**config.mk**
```make
export PLATFORM = sky130hd
export DESIGN_NAME = sdram_arbit
export DESIGN_NICKNAME = d
export VERILOG_FILES = /design/src/rtl/sdram_arbit.sv
export SDC_FILE = /design/constraint.sdc
export NUM_CORES = 1
export LEC_CHECK = 0
export CAP_MARGIN = 20
export CORE_MARGIN = 2
export CORE_UTILIZATION = 35
export CTS_CLUSTER_SIZE = 25
export DETAILED_ROUTE_END_ITERATION = 8
export PLACE_DENSITY = 0.87
export SETUP_SLACK_MARGIN = 0.4
export SLEW_MARGIN = 20
export SYNTH_ARGS = -nofsm -noshare
export SYNTH_HDL_FRONTEND = slang
export SYNTH_SLANG_ARGS = --single-unit
```
**constraint.sdc**
```tcl
create_clock -name sclk -period 1.6 [get_ports sclk]
set_input_delay 0.32 -clock sclk [delete_from_list [all_inputs] [get_ports sclk]]
set_output_delay 0.32 -clock sclk [all_outputs]
set_load 0.05 [all_outputs]
```
**src/rtl/sdram_arbit.sv**
```systemverilog
// sdram_arbit: SDRAM command arbiter with built-in periodic auto-refresh.
// Define SDRAM_ARB_RR_EN for round-robin write/read arbitration.
module sdram_arbit #(
  parameter int REF_INTERVAL = 390,
  parameter int TRFC         = 7
) (
  input  logic        sclk,
  input  logic        s_rst_n,
  input  logic        init_end,
  input  logic [3:0]  init_cmd,
  input  logic [12:0] init_addr,
  input  logic        wr_req,
  input  logic        flag_wr_end,
  input  logic [3:0]  wr_cmd,
  input  logic [12:0] wr_addr,
  input  logic [1:0]  wr_bank_addr,
  output logic        wr_en,
  input  logic        rd_req,
  input  logic        flag_rd_end,
  input  logic [3:0]  rd_cmd,
  input  logic [12:0] rd_addr,
  input  logic [1:0]  rd_bank_addr,
  output logic        rd_en,
  output logic        ref_req,
  output logic        sdram_cke,
  output logic        sdram_cs_n,
  output logic        sdram_ras_n,
  output logic        sdram_cas_n,
  output logic        sdram_we_n,
  output logic [1:0]  sdram_bank,
  output logic [12:0] sdram_addr
);
  localparam int RW = (REF_INTERVAL > 1) ? $clog2(REF_INTERVAL) : 1;
  localparam int AW = $clog2(TRFC + 1);
  localparam logic [RW-1:0] REF_MAX = RW'(REF_INTERVAL - 1);
  localparam logic [AW-1:0] AREF_MAX = AW'(TRFC);
  localparam logic [3:0] CMD_NOP = 4'b0111;
  localparam logic [3:0] CMD_AREF = 4'b0001;

  localparam int I_INIT  = 0;
  localparam int I_ARBIT = 1;
  localparam int I_AREF  = 2;
  localparam int I_WRITE = 3;
  localparam int I_READ  = 4;

  typedef enum logic [4:0] {
    S_INIT  = 5'b00001,
    S_ARBIT = 5'b00010,
    S_AREF  = 5'b00100,
    S_WRITE = 5'b01000,
    S_READ  = 5'b10000
  } state_e;

  state_e          state_q, state_d;
  logic [RW-1:0]   ref_cnt_q, ref_cnt_d;
  logic [AW-1:0]   aref_cnt_q, aref_cnt_d;
  logic            ref_req_q, ref_req_d;
  logic [3:0]      aref_cmd_q, aref_cmd_d;
  logic            wr_pick;
  logic [3:0]      cmd;

`ifdef SDRAM_ARB_RR_EN
  logic last_rd_q, last_rd_d;
  // On contention the engine not served last wins.
  assign wr_pick = wr_req && (!rd_req || last_rd_q);
`else
  assign wr_pick = wr_req;
`endif

  always_comb begin
    state_d = state_q;
    unique case (1'b1)
      state_q[I_INIT]: if (init_end) state_d = S_ARBIT;
      state_q[I_ARBIT]: begin
        if (ref_req_q)    state_d = S_AREF;
        else if (wr_pick) state_d = S_WRITE;
        else if (rd_req)  state_d = S_READ;
      end
      state_q[I_AREF]: if (aref_cnt_q == AREF_MAX) state_d = S_ARBIT;
      state_q[I_WRITE]: if (flag_wr_end) state_d = S_ARBIT;
      state_q[I_READ]: if (flag_rd_end) state_d = S_ARBIT;
      default: state_d = S_INIT;
    endcase
  end

  always_comb begin
    ref_cnt_d = '0;
    if (state_q != S_INIT && ref_cnt_q != REF_MAX)
      ref_cnt_d = ref_cnt_q + 1'b1;
    ref_req_d = ref_req_q;
    if (ref_cnt_q == REF_MAX)
      ref_req_d = 1'b1;
    else if (state_q == S_ARBIT)
      ref_req_d = 1'b0;
    aref_cnt_d = '0;
    if (state_q == S_AREF && aref_cnt_q != AREF_MAX)
      aref_cnt_d = aref_cnt_q + 1'b1;
    aref_cmd_d = CMD_NOP;
    if (state_q == S_AREF && aref_cnt_q == '0)
      aref_cmd_d = CMD_AREF;
  end

`ifdef SDRAM_ARB_RR_EN
  always_comb begin
    last_rd_d = last_rd_q;
    if (state_q == S_ARBIT && state_d == S_READ)  last_rd_d = 1'b1;
    if (state_q == S_ARBIT && state_d == S_WRITE) last_rd_d = 1'b0;
  end

  always_ff @(posedge sclk or negedge s_rst_n) begin
    if (!s_rst_n) last_rd_q <= 1'b0;
    else          last_rd_q <= last_rd_d;
  end
`endif

  always_ff @(posedge sclk or negedge s_rst_n) begin
    if (!s_rst_n) begin
      state_q    <= S_INIT;
      ref_cnt_q  <= '0;
      aref_cnt_q <= '0;
      ref_req_q  <= 1'b0;
      aref_cmd_q <= CMD_NOP;
    end else begin
      state_q    <= state_d;
      ref_cnt_q  <= ref_cnt_d;
      aref_cnt_q <= aref_cnt_d;
      ref_req_q  <= ref_req_d;
      aref_cmd_q <= aref_cmd_d;
    end
  end

  // Zero-latency mux keeps the read engine's CAS alignment intact.
  always_comb begin
    cmd        = CMD_NOP;
    sdram_addr = '0;
    sdram_bank = '0;
    unique case (1'b1)
      state_q[I_INIT]: begin
        cmd        = init_cmd;
        sdram_addr = init_addr;
      end
      state_q[I_AREF]: cmd = aref_cmd_q;
      state_q[I_WRITE]: begin
        cmd        = wr_cmd;
        sdram_addr = wr_addr;
        sdram_bank = wr_bank_addr;
      end
      state_q[I_READ]: begin
        cmd        = rd_cmd;
        sdram_addr = rd_addr;
        sdram_bank = rd_bank_addr;
      end
      default: cmd = CMD_NOP;
    endcase
  end

  assign {sdram_cs_n, sdram_ras_n, sdram_cas_n, sdram_we_n} = cmd;
  assign sdram_cke = 1'b1;
  assign wr_en     = (state_q == S_WRITE);
  assign rd_en     = (state_q == S_READ);
  assign ref_req   = ref_req_q;

endmodule

```
* Word level (Yosys, flattened, before mapping) *
Cells that the tools add are included.
W data, S select, Z words.

operators by class
  reduce and logical (&&, ||, !) cells = 5
  shift operators = 0
  add/subtract/negate cells = 2
  mux-type cells = 16
  order comparisons = 0
  equality and inequality tests = 9
  div/mod/pow operators = 0
  $mul = 0
  bitwise gates (word level) = 0

operators by type and width
  operator               number
  $pmux W13 S3           1
  $pmux W5 S5            1
  $mux W5                4
  $pmux W4 S4            1
  $add A9 B1 Y9 const B  1
  $eq A9 B9 Y1 const B   1
  $mux W3                3
  $mux W9                1
  $ne A9 B9 Y1 const B   1
  $eq A5 B2 Y1 const B   1
  $eq A5 B3 Y1 const B   1
  $eq A5 B4 Y1 const B   1
  $eq A5 B5 Y1 const B   1
  $ne A5 B1 Y1 const B   1
  $mux W4                1
  $pmux W2 S2            1
  $add A3 B1 Y3 const B  1
  $eq A3 B3 Y1 const B   1
  $logic_and A1 B1 Y1    3
  $logic_not A3 Y1       1
  $ne A3 B3 Y1 const B   1
  $mux W1                2
  $mux W2                1
  $reduce_bool A2 Y1     1

storage, ports and cells
  bits in latches = 0
  output and inout port bits = 23
  input bits = 62
  memories kept = 0
  word-level logic and storage cells = 37
  RAM bits = 0
  bits in registers = 22
  ROM bits = 0

* Logic depth before layout (Yosys ltp) *
Gate-level depths: netlist (run 1).

  word-level depth = 4
  gate-level depth with buffers = 5
  gate-level depth less buffers = 5

* Worst setup path after synthesis (run 1) *
OpenSTA, ideal clock, no wires.

  path kind = reg-to-output
  from = reg state_q[3]
  to = out wr_en
  path buffers = 2
  stages on the path, launching flop included = 5
  slack = -1.061 ns
  data arrival time = 2.341 ns
  required time = 1.280 ns
  cells stage by stage = dfrtp_1 buf_6 clkbuf_1 inv_1 nor4_1

between the ends
  cells in the longest elaborated chain, start to end = 1

RTL lines
  element                   RTL line  text
  start: declaration        54        state_e state_q, state_d;
  start signal: assignment  124       state_q <= state_d;
  $eq A5 B4 Y1              159       assign wr_en = (state_q == S_WRITE);
  end: declaration          17        output logic wr_en,

No other way between the ends.

* Worst setup path in the final report (run 1) *
  from = reg state_q[4]
  to = out sdram_ras_n

between the ends
  cells in the longest elaborated chain, start to end = 1

RTL lines
  element           RTL line  text
  $pmux W4 S4       137       unique case (1'b1)
  end: declaration  27        output logic sdram_ras_n,

No other way between the ends.

==> results of run 1 <==
==> logic make-up (layout without fill, tap and decap cells) <==
kind of cell               count (synthesis)  count (layout)  synth area share, %
buffers and inverters                     31             131                 10.6
adders and majority gates                  5               5                 5.05
other                                      1               1                0.302
and+or+nand+nor                           38              38                 18.0
xor gates and xnor gates                   3               3                 2.12
AOI/OAI and AO/OA                         38              39                 25.4
DFF                                       19              19                 38.5
==> per-stage QoR <==
stage	setup slack (ps)	hold slack [ps]	util (%)	TNS [ps]	total power (uW)
finish	-393	328	80.6	-6420	4390
global placement	-81.9	474	73.0	-839	3690
CTS	-331	348	78.5	-5560	4230
global route	-420	347	80.6	-7400	4570
floorplan	-275	24.4	-	-513	2380
detailed placement	-161	484	73.0	-1220	3750
==> worst max-delay path, cell delays in order, from the launching register on <==
cell      delay [ps]
dfrtp_2          500
buf_6            150
a222oi_1         420
nand2_2          130
buf_12           170
==> synthesized netlist by cell type, types with 4 or more instances <==
cell type  instances
clkbuf_1           7
ha_1               5
nand3_1            5
nand2_1            6
o21ai_0            7
inv_1             21
a21oi_1            6
dfrtp_1           17
or3_1              4
a222oi_1          16
nor2_1             5
==> sequential cells by signal (all words and copies together), names as in the netlist <==
name / cells
aref_cmd_q: 1
ref_req: 1
state_q: 5
aref_cnt_q: 3
ref_cnt_q: 9
==> cell type report <==
| cell class | instances | area [um^2] |
|---|---|---|
| inverters | 21 | 86.3 |
| clock buffers | 4 | 26.3 |
| well taps | 46 | 57.6 |
| fillers | 182 | 652 |
| flip-flops and latches | 19 | 482 |
| repair buffers | 106 | 1270 |
| multi-input cells | 86 | 793 |
==> where the power goes <==
part | total, uW | switching [uW] | internal (uW)
combinational | 3380 | 1770 | 1610
sequential | 767 | 161 | 607
clock | 247 | 150 | 97.3
total | 4390 | 2080 | 2310
==> layer usage <==
metal	routed length [um]	part of all wire, %	vias to the layer above	track usage, %
met1	2110	36	786	30.9
li1	-	-	717	-
met5	0	0	-	0
met3	596	10	17	6.96
met2	2910	50	123	48.9
met4	164	2.8	0	9.78
==> worst min path at each step <==
stage	slack [ps]	depth (start not counted)	end	from
floorplan	20	0	aref_cnt_q[0]	s_rst_n
detailed placement	480	1	ref_cnt_q[0]	ref_cnt_q[0]
global route	350	2	ref_cnt_q[8]	s_rst_n
CTS	350	2	ref_cnt_q[2]	s_rst_n
global placement	470	1	aref_cmd_q[1]	aref_cnt_q[2]
finish	330	2	ref_cnt_q[8]	s_rst_n
==> repair_timing <==
item,CTS,global route
pin swaps,9,10
hold buffers,0,0
gates cloned,2,0
gates resized for setup,26,12
hold endpoints to repair,0,0
setup buffers,6,3
setup endpoints to repair,37,38
==> metrics.txt, run 1 <==
Syn Nets=202; R2R cell count=4; minimum clock period=1990 ps; Clock transition at path regs=110 ps; Yosys warning count=0; failing checks=setup timing; H-tree levels=1; placed insts=267; Seq/Total Area, Yosys=between 30 and 40%; FF+latch count, synth=19; most frequent cells in the layout=clkdlybuf4s50_1 (61), buf_12 (22), a222oi_1 (16); crit path to=sdram_ras_n; GPL Wtd Cong=0.819; Mapped Area=1240 um^2; Post-Synthesis Cells=135; number of global-route vias before repair=1597; I/O Pins=85; fin nets=304; Die Ht=approximately 64 um; Worst Path Required=1280 ps; Final WS setup=-393 ps; detailed-route wire length=5.78 mm; WS Path Type=reg -> out; commonest non-fill, non-tap cell in the layout=clkdlybuf4s50_1; Final setup viols=21; worst min-delay path class=in -> async; Async SR Flop Fraction=100%; number of iterations in the first detailed-routing pass=6; latest clock arrival within the worst-skew pair=~300 ps; vias=approximately 1600; pin count of the biggest net entering global routing=20; post-route ant nets=0; initial antenna violation count=0; CP startpoint=state_q[4]; count of pins over their slew limit=0; input/output buffers=83; Initial Utilization=36.9%; CTS root buf=clkbuf_4; synth unique cells=36; Setup crit end kind=output pin; n_diodes=0; Core ar.=3360 um^2; first-pass GRT wire length=8.42 mm; standard-cell rows=21; startpoint types=register; layout cells sized above 1=39.4%; Main synth FF type=dfrtp_1; Max Fanout on Critical Path=6; drt via density=5.83; Peak supply drop=0.875 mV; die area=4030 um^2; post-placement cell area=roughly 2500 um^2; Longest Clk Path Bufs=2; RR Startpoint=state_q[0]; leakage=0.00114 uW; residual DRC count=0; power density cells=1620 nW/um^2; R2R setup slack=approximately 100 ps; arrival time worst endpoint=1670 ps; post-synth top area cell=dfrtp_1; DR iter-0 viols=approximately 210; dpl hpwl=3.71 mm; CTS tree=built; Fin. Hold Viols=0; Syn Area/Cell=9.18 um^2; Design Area, Final=2710 um^2; unrepaired setup endpoints after global routing=true; Tcrit/Tclk final=125%; maximum clock frequency=502 MHz; global route overflow=0; area added between synthesis and finish=119%; top post-synthesis cells by area=dfrtp_1 (34%), a222oi_1 (13%), inv_1 (6.4%); Max Cap Viol=0; Non-Filler Instances=282; number of flops mapped to enable cells by yosys=0; Fin Clk Skew=11.8 ps; Routed wire per std cell=20.5 um; post-synth top area share=about 34%; outcome=finished with violations; die width=63.5 um; RR Endpoint=ref_cnt_q[4]; cts bufs inserted=3; clk sinks=19; Tot GR Track Use=27.3%
(Power assumes the default switching activity.)
==> run 2: changes to the inputs <==
ABC_CLOCK_PERIOD_IN_PS = 1600   (was not set)
==> results of run 2 <==
Final layout, timing and power as in run 1 (identical DEF).
==> run 3: changes to the inputs <==
--- a/config.mk
+++ b/config.mk
@@ -12,4 +12,5 @@
 export CTS_CLUSTER_SIZE = 25
 export DETAILED_ROUTE_END_ITERATION = 8
+export GPL_TIMING_DRIVEN = 0
 export PLACE_DENSITY = 0.87
 export SETUP_SLACK_MARGIN = 0.4
==> constraint.sdc (replaced) <==
create_clock -name sclk -period 1.6 [get_ports sclk]
set_input_delay 0.4 -clock sclk [delete_from_list [all_inputs] [get_ports sclk]]
set_output_delay 0.4 -clock sclk [all_outputs]
set_load 0.05 [all_outputs]
==> metrics.txt, run 3 (same netlist as run 1, synthesis figures left out) <==
die width=63.5 um (unchanged); Fin Clk Skew=7.07 ps (-4.72 ps); max reg flops=9 (unchanged); Initial Utilization=36.9% (unchanged); fin util=79.2% (-1.5 points); Max-Slew Margin vs Limit=44.2%; detailed-route wire length=6.44 mm (+11%); R2R cell count=7 (+3); number of iterations in the first detailed-routing pass=6 (unchanged); Combinational Power Share=76.3% (-0.6 points); number of global-route vias before repair=1600 (+0.19%); Setup crit end kind=output pin; vias=1680 (+2.3%); fin nets=313 (+3.0%); Final setup viols=30 (+43%); pin count of the biggest net entering global routing=20 (unchanged); power density cells=1580 nW/um^2 (-2.3%); Die Ht=63.5 um (unchanged); area added between synthesis and finish=115%; register name with the most flops=ref_cnt_q; Max Fanout on Critical Path=8 (+2); Routed wire per std cell=22.1 um (+7.9%); hold slack=174 ps (-155 ps); Top Registers=ref_cnt_q: 9 flops, state_q: 5 flops, aref_cnt_q: 3 flops; failing checks=setup timing; commonest non-fill, non-tap cell in the layout=clkdlybuf4s50_1; Clock power frac=5.8% (+0.2 points); standard-cell rows=21 (unchanged); leakage=0.00117 uW (+2.8%); CTS tree=built; worst min-delay path class=in -> async; Core ar.=3360 um^2 (unchanged); switching part of the total=49.4% (+2.0 points); placed insts=264 (-1.1%); global route overflow=0 (unchanged); WS Path Type=reg -> out; startpoint types=register; Tot GR Track Use=26.1% (-1.2 points); post-route ant nets=0 (unchanged); residual DRC count=0 (unchanged); Clock transition at path regs=110 ps (about the same); first-pass GRT wire length=8.14 mm (-3.3%); I/O Pins=85 (unchanged); minimum clock period=2120 ps (+132 ps); NetSw=2080 uW (about the same); unrepaired setup endpoints after global routing=true; n_diodes=0 (unchanged); Tcrit/Tclk final=133% (+8.2 points); sequential power share=17.9% (+0.4 points); clk sinks=19 (unchanged); layout cells sized above 1=40.4% (+1.0 points); Peak supply drop=1.04 mV (+19%); Final WS setup=-525 ps (-132 ps); Max Cap Viol=0 (unchanged); drt via density=5.77 (-0.91%); Longest Clk Path Bufs=2 (unchanged); H-tree levels=1 (unchanged); latest clock arrival within the worst-skew pair=300 ps (about the same); TNS Setup=-9790 ps (-3370 ps); Slew @ Worst Pin=~840 ps; internal power=2130 uW (-7.8%); dpl hpwl=3.47 mm (-6.6%); arrival time worst endpoint=1720 ps (+50 ps); Worst Path Required=1200 ps (-80 ps); fillcell total=192 (+5.5%); outcome=finished with violations; count of pins over their slew limit=0 (unchanged); Fin. Hold Viols=0 (unchanged); GPL Wtd Cong=0.835 (+2.0%); initial antenna violation count=0 (unchanged); CTS root buf=clkbuf_4; most frequent cells in the layout=clkdlybuf4s50_1 (59), buf_6 (28), a222oi_1 (16); die area=4030 um^2 (unchanged); input/output buffers=83 (unchanged); maximum clock frequency=471 MHz (-6.2%); Non-Filler Instances=291 (+3.2%); DR iter-0 viols=152 (-29%); cts bufs inserted=3 (unchanged)
==> run 3: changes by cell type in the layout (fill, tap and decap cells not counted), moves of 3 or more <==
cell and delta:
buf_12 -21, buf_4 +3, buf_6 +18, buf_8 +5, clkbuf_16 +3, clkbuf_8 +3
==> run 3: cell type report <==
class / count / area [um^2] / area share, %
Tap cell: 46 / 57.6 / 2.16
Buffer: 10 / 149 / 5.59
Timing Repair Buffer: 106 / 1110 / 41.7
Inverter: 21 / 81.3 / 3.05
Sequential cell: 19 / 480 / 18.0
Multi-Input combinational cell: 85 / 758 / 28.5
Clock buffer: 4 / 26.3 / 0.987
==> run 3: stage by stage <==
stage	area [um^2]	setup WS, ps	total power, uW
floorplan	1330	-355	2380
global placement	2220	-894	3110
detailed placement	2220	-921	3140
finish	2660	-525	4210
global route	2660	-550	4370
CTS	2490	-432	3780
==> run 3: repair_timing <==
item / CTS / global route
hold buffers: 0 / 0
buffers inserted: 11 / 9
pin swaps: 22 / 13
resized for setup: 178 / 20
cloned: 1 / 2
setup endpoints to repair: 37 / 56
==> run 3: power by group through the flow <==
stage / Clock, uW / Sequential (uW) / Combinational (uW)
2_1_floorplan: 0 / 723 / 1660
3_3_place_gp: 0 / 751 / 2360
3_5_place_dp: 0 / 757 / 2380
4_1_cts: 250 / 761 / 2760
5_1_grt: 265 / 774 / 3330
6_report: 245 / 752 / 3210
==> run 3: worst paths after layout <==
| kind | endpoint | slack [ps] | startpoint |
|---|---|---|---|
| worst max-delay path | sdram_cas_n | -520 | state_q[4] |
| worst max register to register | ref_cnt_q[6] | -170 | state_q[3] |
| min in group sclk | ref_cnt_q[0] | 490 | ref_cnt_q[0] |
| worst min-delay path | ref_cnt_q[7] | 170 | s_rst_n |
| max in group asynchronous | state_q[1] | 850 | s_rst_n |
| worst min register to register | ref_cnt_q[0] | 490 | ref_cnt_q[0] |
==> run 3: critical path, stage by stage (launching register included) <==
cell and delay, ps:
dfrtp_1 400, buf_8 150, clkbuf_16 150, a222oi_1 400
nand2_2 130, buf_6 180
==> run 3: routing by layer <==
metal | track usage, % | share of wire, %
met1 | 26.4 | 34
met2 | 49.7 | 50
met5 | 0 | 0
met4 | 12.2 | 7.0
met3 | 5.89 | 9.0
